## src/rtl/fetch_stage.sv

```systemverilog
// Instruction fetch stage: program counter, next-PC selection, and an
// 8-entry branch predictor (2-bit BHT counters plus a BTB of targets).
// All lookups are combinational from the current PC; the tables are
// trained from decode, where branches resolve.
module fetch_stage #(
    parameter logic [15:0] RESET_PC   = 16'h0000,
    parameter logic [3:0]  HLT_OPCODE = 4'hF
) (
    input  logic        clk,
    input  logic        rst,
    input  logic        stall,
    input  logic [15:0] instr_data,
    input  logic        update_en,
    input  logic [2:0]  update_index,
    input  logic        actual_taken,
    input  logic [15:0] actual_target,
    input  logic        mispredict,
    input  logic [15:0] correct_PC,
    output logic [15:0] instr_addr,
    output logic [15:0] PC_curr,
    output logic [15:0] PC_next,
    output logic [15:0] PC_inst,
    output logic [1:0]  prediction,
    output logic [15:0] predicted_target
);

    logic [15:0] pc;
    logic [15:0] pc_target;
    logic [2:0]  idx;
    logic        pred_taken;
    logic        halted;

    logic [1:0]  bht        [8];
    logic [15:0] btb_target [8];
    logic [7:0]  btb_valid;

    assign idx        = pc[3:1];
    assign instr_addr = pc;
    assign PC_curr    = pc;
    assign PC_next    = pc + 16'd2;
    assign PC_inst    = instr_data;

    // Lookups read the pre-update table contents; writes land on the edge,
    // so there is deliberately no bypass from the update port.
    assign prediction       = bht[idx];
    assign predicted_target = btb_valid[idx] ? btb_target[idx] : 16'h0000;
    assign pred_taken       = prediction[1] & btb_valid[idx];
    assign halted           = (instr_data[15:12] == HLT_OPCODE);

    // Next-PC selection: redirect beats stall beats halt beats prediction.
    always_comb begin
        pc_target = pc;
        if (mispredict) begin
            pc_target = correct_PC;
        end else if (stall) begin
            pc_target = pc;
        end else if (halted) begin
            pc_target = pc;
        end else if (pred_taken) begin
            pc_target = predicted_target;
        end else begin
            pc_target = PC_next;
        end
    end

    // Program counter register.
    always_ff @(posedge clk or posedge rst) begin
        if (rst) begin
            pc <= RESET_PC;
        end else begin
            pc <= pc_target;
        end
    end

    // Predictor training; runs regardless of stall, halt or redirect.
    always_ff @(posedge clk or posedge rst) begin
        if (rst) begin
            for (int i = 0; i < 8; i++) begin
                bht[i]        <= 2'b00;
                btb_target[i] <= 16'h0000;
            end
            btb_valid <= 8'h00;
        end else if (update_en) begin
            if (actual_taken) begin
                if (bht[update_index] != 2'b11) begin
                    bht[update_index] <= bht[update_index] + 2'd1;
                end
                btb_target[update_index] <= actual_target;
                btb_valid[update_index]  <= 1'b1;
            end else if (bht[update_index] != 2'b00) begin
                bht[update_index] <= bht[update_index] - 2'd1;
            end
        end
    end

endmodule

```

## config.mk

```make
export PLATFORM = sky130hd
export DESIGN_NAME = fetch_stage
export DESIGN_NICKNAME = d
export VERILOG_FILES = /design/src/rtl/fetch_stage.sv
export SDC_FILE = /design/constraint.sdc
export NUM_CORES = 1
export LEC_CHECK = 0
export BUFFER_PORTS_ARGS = -buffer_cell sky130_fd_sc_hd__buf_4
export CORE_UTILIZATION = 51
export CTS_CLUSTER_SIZE = 16
export DETAILED_ROUTE_END_ITERATION = 7
export GPL_ROUTABILITY_DRIVEN = 0
export PLACE_DENSITY_LB_ADDON = 0.05
export SLEW_MARGIN = 25
export SYNTH_ARGS = -nofsm -noshare
export SYNTH_HDL_FRONTEND = slang
export SYNTH_SLANG_ARGS = --single-unit
```

## constraint.sdc

```tcl
create_clock -name clk -period 5.8 [get_ports clk]
set_input_delay 0.87 -clock clk [delete_from_list [all_inputs] [get_ports clk]]
set_output_delay 0.87 -clock clk [all_outputs]
set_load 0.02 [all_outputs]
```

**Word-level counts from Yosys, hierarchy flattened**

Cells that the tools add are included.

- Bits in registers: 168
- Input bits: 57
- Output and inout bits: 82

- Bitwise operators: 4
- $lt $le $gt $ge: 6
- Reduce and logical (&&, ||, !) cells: 7
- Muxes and demuxes: 28
- Add/subtract/negate cells: 3
- Eq/ne operators: 5

Operator list:

| cell | count |
|---|---|
| $mux W16 | 11 |
| $bwmux W128 | 1 |
| $bmux W16 S3 | 1 |
| $demux W16 S3 | 1 |
| $bwmux W16 | 2 |
| $add A16 B2 Y16 const B | 1 |
| $bmux W2 S3 | 2 |
| $mux W2 | 5 |
| $ge A4 B4 Y1 const B | 2 |
| $lt A3 B4 Y1 const B | 2 |
| $not A3 Y4 | 2 |
| $or A8 B8 Y8 | 1 |
| $demux W2 S3 | 1 |
| $eq A4 B4 Y1 const B | 1 |
| $lt A4 B1 Y1 const B | 1 |
| $ne A2 B1 Y1 const B | 2 |
| $ne A2 B2 Y1 const B | 2 |
| $reduce_and A2 Y1 | 2 |
| $reduce_bool A2 Y1 | 2 |
| $bmux W1 S3 | 1 |
| $demux W1 S3 | 1 |
| $ge A3 B1 Y1 const B | 1 |
| $reduce_and A3 Y1 | 1 |
| $add A2 B1 Y2 const B | 1 |
| other kinds (4) | 6 |

**Longest topological paths before layout**

- Depth in word-level cells: 9
- Gate-level depth with buffers: 12

**Worst setup path after synthesis**

OpenSTA, ideal clock, no wires.

- Path kind: input port to flip-flop
- Start: input port update_index[0]
- End: register bht[3] (netlist name)
- Setup slack: 2.751 ns
- Data arrival time: 2.924 ns
- Stages on the path: 9
- Path through: buf_2 > mux2_2 > o21ai_0 > o21ai_0 > ha_1 > mux2i_1 > and3b_1 > nor2b_1 > mux2_2

- Longest elaborated chain between the ends: 8

Ends and longest elaborated chain:

| element | RTL line | source |
|---|---|---|
| start: declaration | 14 | `input logic [2:0] update_index,` |
| $not A3 Y4 (not written as such) * | - |  |
| $bmux W2 S3, or another cell as far along | - |  |
| $mux W2 (not written as such) or $logic_and A1 B1 Y1 (tied branches) | - |  |
| $mux W2 (on tied branches) | - |  |
| $sub A2 B1 Y2, or another cell as far along | 91 | `bht[update_index] <= bht[update_index] - 2'd1;` |
| $bwmux W16 (on tied branches) | 91, 86 |  |
| $mux W16 (on tied branches) | 90, 85 |  |
| $mux W16 | 84 | `if (actual_taken) begin` |
| end signal: indexed assignment | 86 | `bht[update_index] <= bht[update_index] + 2'd1;` |
| end signal: indexed assignment | 91 |  |
| end: declaration | 33 | `logic [1:0] bht [8];` |

Mark *: on every way between the ends. The rest lies on a longest branch, timed or not. The select of a mux whose other input is x is not followed.
A chain may end at the register's enable or synchronous reset.

**Worst setup path in the final report**

- Start: register pc[3], in the netlist PC_curr[3]
- End: output port predicted_target[13]

- Longest elaborated chain between the ends: 5

Ends and longest elaborated chain:

| element | RTL line | source |
|---|---|---|
| start: declaration | 27 | `logic [15:0] pc;` |
| start signal: assignment | 71 | `pc <= pc_target;` |
| $not A3 Y4 (not written as such) | 46 | `assign predicted_target = btb_valid[idx] ? btb_target[idx] : 16'h0000;` |
| $bmux W16 S3 | 46 |  |
| $mux W16 (not written as such) (2 in a row) | 46 |  |
| $mux W16 * | 46 |  |
| end: declaration | 24 | `output logic [15:0] predicted_target` |

Marked as above.

==> results_dict.tcl <==
set metrics [dict create \
    syn_avg_cell_area_sq_um 13.01 \
    first_global_vias 5938 \
    proportion_of_layout_cells_with_a_drive_suffix_above_1_pct 47.45 \
    routed_wire_length_per_instance_microns 21.23 \
    post_synthesis_instance_total 657 \
    fp.dieArea_sq_mm 0.01728 \
    final_nets 793 \
    detailedRoute.firstPassIterationCount 5 \
    grt_first_pass_wirelength_mm 33.31 \
    layout.core_utilization_pct 61.39 \
    async_reset_ff_share_pct 100.0 \
    fin_area_sq_mm 0.009893 \
    chipWidth_microns 131.4 \
    drt.antenna.violating_nets 0 \
    post_drt_via_cell_ratio 5.922 \
    pre_cts_ws_ps 2495 \
    placed_cells_incl_taps 930 \
    cts_hold_buf 0 \
    worst_ir_drop_vdd_mv 0.2590 \
    max_cap_viol_count 0 \
    hold_path.class "reg -> reg" \
    cts_tree "built" \
    cts_setup_buffers 0 \
    core_area_sq_mm 0.01612 \
    fill_cells 1288 \
    post-route-drc-count 0 \
    synth-main-ff-cell "sky130_fd_sc_hd__dfrtp_1" \
    worst-r2r-setup-slack_ps 2760 \
    crit_path_end_kind "output port" \
    worstHoldPathCells 1 \
    timing.critical_path.fanout_max 32 \
    warnings_from_yosys 0 \
    ys_seq_area_share_pct 49.19 \
    via_count 5697 \
    violation_count_after_the_first_detailed_route_iteration 359 \
    placement_rows 46 \
    hold-path-endpoint "btb_valid[1]" \
    synthToLayoutAreaGrowth_pct 15.77 \
    cellPowerDensity_mw_per_mm2 527.4 \
    postSynthRegisterBits 168 \
    slew_viol_final 0 \
    syn_nets 717 \
    highest_clock_frequency_the_design_can_meet_mhz 264.3 \
    final_min_period_over_clock_period_pct 65.23 \
    globalRouteOverflowTotal 0 \
    root_buffer "sky130_fd_sc_hd__clkbuf_16" \
    timing.final.setup_violations 0 \
    initial_utilization_pct 53.03 \
    setup_total_negative_slack_ps 0 \
    antennaDiodeCount 0 \
    ctsResizeCount 0 \
    hold_viol 0 \
    crit_arrival_ps 2910 \
    cts_sinks 168 \
    hold_slack_ps 462.2 \
    worst_ep_required_time_ps 4930 \
    setup.worst_path.start_class "flop" \
    clk_pin_slew_ps 70 \
    maxSlewHeadroom_pct 31.79 \
    reg2reg_to "PC_curr[12]" \
    total_power_mw 5.217 \
    final_wirelength_mm 20.43 \
    cts.htree.levels 4 \
    port_buffers 114 \
    timing.hold.worst.start "btb_valid[1]" \
    cts-buffers-inserted 17 \
    io_pins 139 \
    run_status "finished clean" \
    grt_setup_unrepaired "false" \
    syn-cell-area_sq_mm 0.008546 \
    setup_slack_ps 2017 \
    timing.rr.start "PC_curr[2]" \
    power_leakage_nw 4.422 \
    yosysUniqueCellTypes 49 \
    clk_path_buf_depth 2 \
    fp.dieH_microns 131.4 \
    gr-usage-all-layers_pct 25.18 \
    place_area_sq_mm 0.009348 \
    time_the_final_worst_path_needs_with_i_o_delays_and_setup_ps 3783 \
    antenna_found_initial 0 \
    final_cells 962 \
    estimated_wirelength_of_the_detail_placed_design_mm 13.76 \
    worst-slew-pin-transition_ps 1019 \
    finClkSkew_ps 8.615 \
    ff2ff_path_depth 6 \
    skew_pair_late_insertion_delay_ps 420 \
    pin_count_of_the_biggest_net_entering_global_routing 117 \
    worst-setup-path-type "reg -> out" \
    synth-edff-count 0 \
]
-- Yosys cell counts, types with 7 or more instances --
cell type | count | area share, %
sky130_fd_sc_hd__dfrtp_1 | 168 | 49
sky130_fd_sc_hd__mux2_2 | 142 | 19
sky130_fd_sc_hd__nor2_1 | 57 | 2.5
sky130_fd_sc_hd__mux4_2 | 36 | 9.5
sky130_fd_sc_hd__buf_4 | 35 | 3.1
sky130_fd_sc_hd__a21oi_1 | 30 | 1.8
sky130_fd_sc_hd__mux2i_1 | 24 | 2.8
sky130_fd_sc_hd__clkbuf_1 | 18 | 0.79
sky130_fd_sc_hd__nand2_1 | 17 | 0.75
sky130_fd_sc_hd__buf_2 | 12 | 0.70
sky130_fd_sc_hd__nor3_1 | 9 | 0.53
sky130_fd_sc_hd__xor2_1 | 9 | 0.92
sky130_fd_sc_hd__inv_1 | 8 | 0.35
sky130_fd_sc_hd__o21ai_0 | 8 | 0.47
sky130_fd_sc_hd__nand2b_1 | 7 | 0.51
sky130_fd_sc_hd__or2_2 | 7 | 0.51
-- worst max path at each step --
stage / slack (ps) / startpoint / end / cells after the start
6_report: 2020 / PC_curr[3] / predicted_target[13] / 5
3_5_place_dp: 2500 / update_index[0] / bht[3] / 9
3_3_place_gp: 2530 / PC_curr[2] / predicted_target[9] / 5
2_1_floorplan: 380 / rst / PC_curr[0] / 1
4_1_cts: 2030 / PC_curr[3] / predicted_target[13] / 5
5_1_grt: 1890 / PC_curr[2] / predicted_target[10] / 5
-- sequential cells by signal, summed over array words and instances (netlist names), named ones only --
signal	flops
btb_valid	8
bht	8
btb_target	128
PC_curr	16
-- final cells by class --
class,count,area [sq um],area share [%]
clock inverter,15,117.6,1.189
tap,216,270.3,2.732
clock buffer,17,425.4,4.300
sequential,168,4207,42.52
inverter,9,41.29,0.4174
timing repair buffer,125,938.4,9.485
multi-input combinational,412,3894,39.36
-- critical path, cell delays in order (launching register included) --
cell and delay [ps]:
sky130_fd_sc_hd__dfrtp_2 960, sky130_fd_sc_hd__buf_4 350, sky130_fd_sc_hd__mux4_2 510, sky130_fd_sc_hd__mux2i_1 350
sky130_fd_sc_hd__nor2_1 90, sky130_fd_sc_hd__buf_4 190
-- power breakdown --
group / total, mW / switching, mW / leakage [nW] / internal [mW]
sequential: 1.81 / 0.313 / 2.04 / 1.49
clock: 1.05 / 0.491 / 0.271 / 0.557
combinational: 2.36 / 1.23 / 2.12 / 1.13
-- routing by layer --
metal	share of wire (%)	GRT usage, %	vias up
li1	-	-	2511
met1	42	32.56	2919
met2	50	41.24	217
met3	5.6	5.864	50
met4	2.4	9.496	0
met5	0	0	-
-- cells in the final DEF, fill, tap and decap left out, drive strengths merged, types with 2 or more instances in the layout --
master / n
dfrtp: 168
mux2: 145
buf: 125
nor2: 57
mux4: 37
a21oi: 30
mux2i: 25
nand2: 17
clkbuf: 17
inv: 16
nor3: 9
xor2: 9
o21ai: 8
nand2b: 7
or2: 7
clkinv: 7
nand3: 5
xnor2: 5
nor3b: 5
and3: 5
o22ai: 4
a31o: 4
nand3b: 3
nand4: 3
nor4: 3
a221o: 3
ha: 3
nor2b: 3
or3: 2
a22oi: 2
-- logic make-up (layout without fill, tap and decap cells) --
group	Yosys count	after routing	share of synthesized area, %
mux	207	207	32.11
flops	168	168	49.19
simple gates	130	130	7.423
buf+inv	77	166	5.271
compound gates	58	58	4.129
xor+xnor	14	14	1.435
fa+ha+maj	3	3	0.4393
Power figures use the tool's default switching activity.
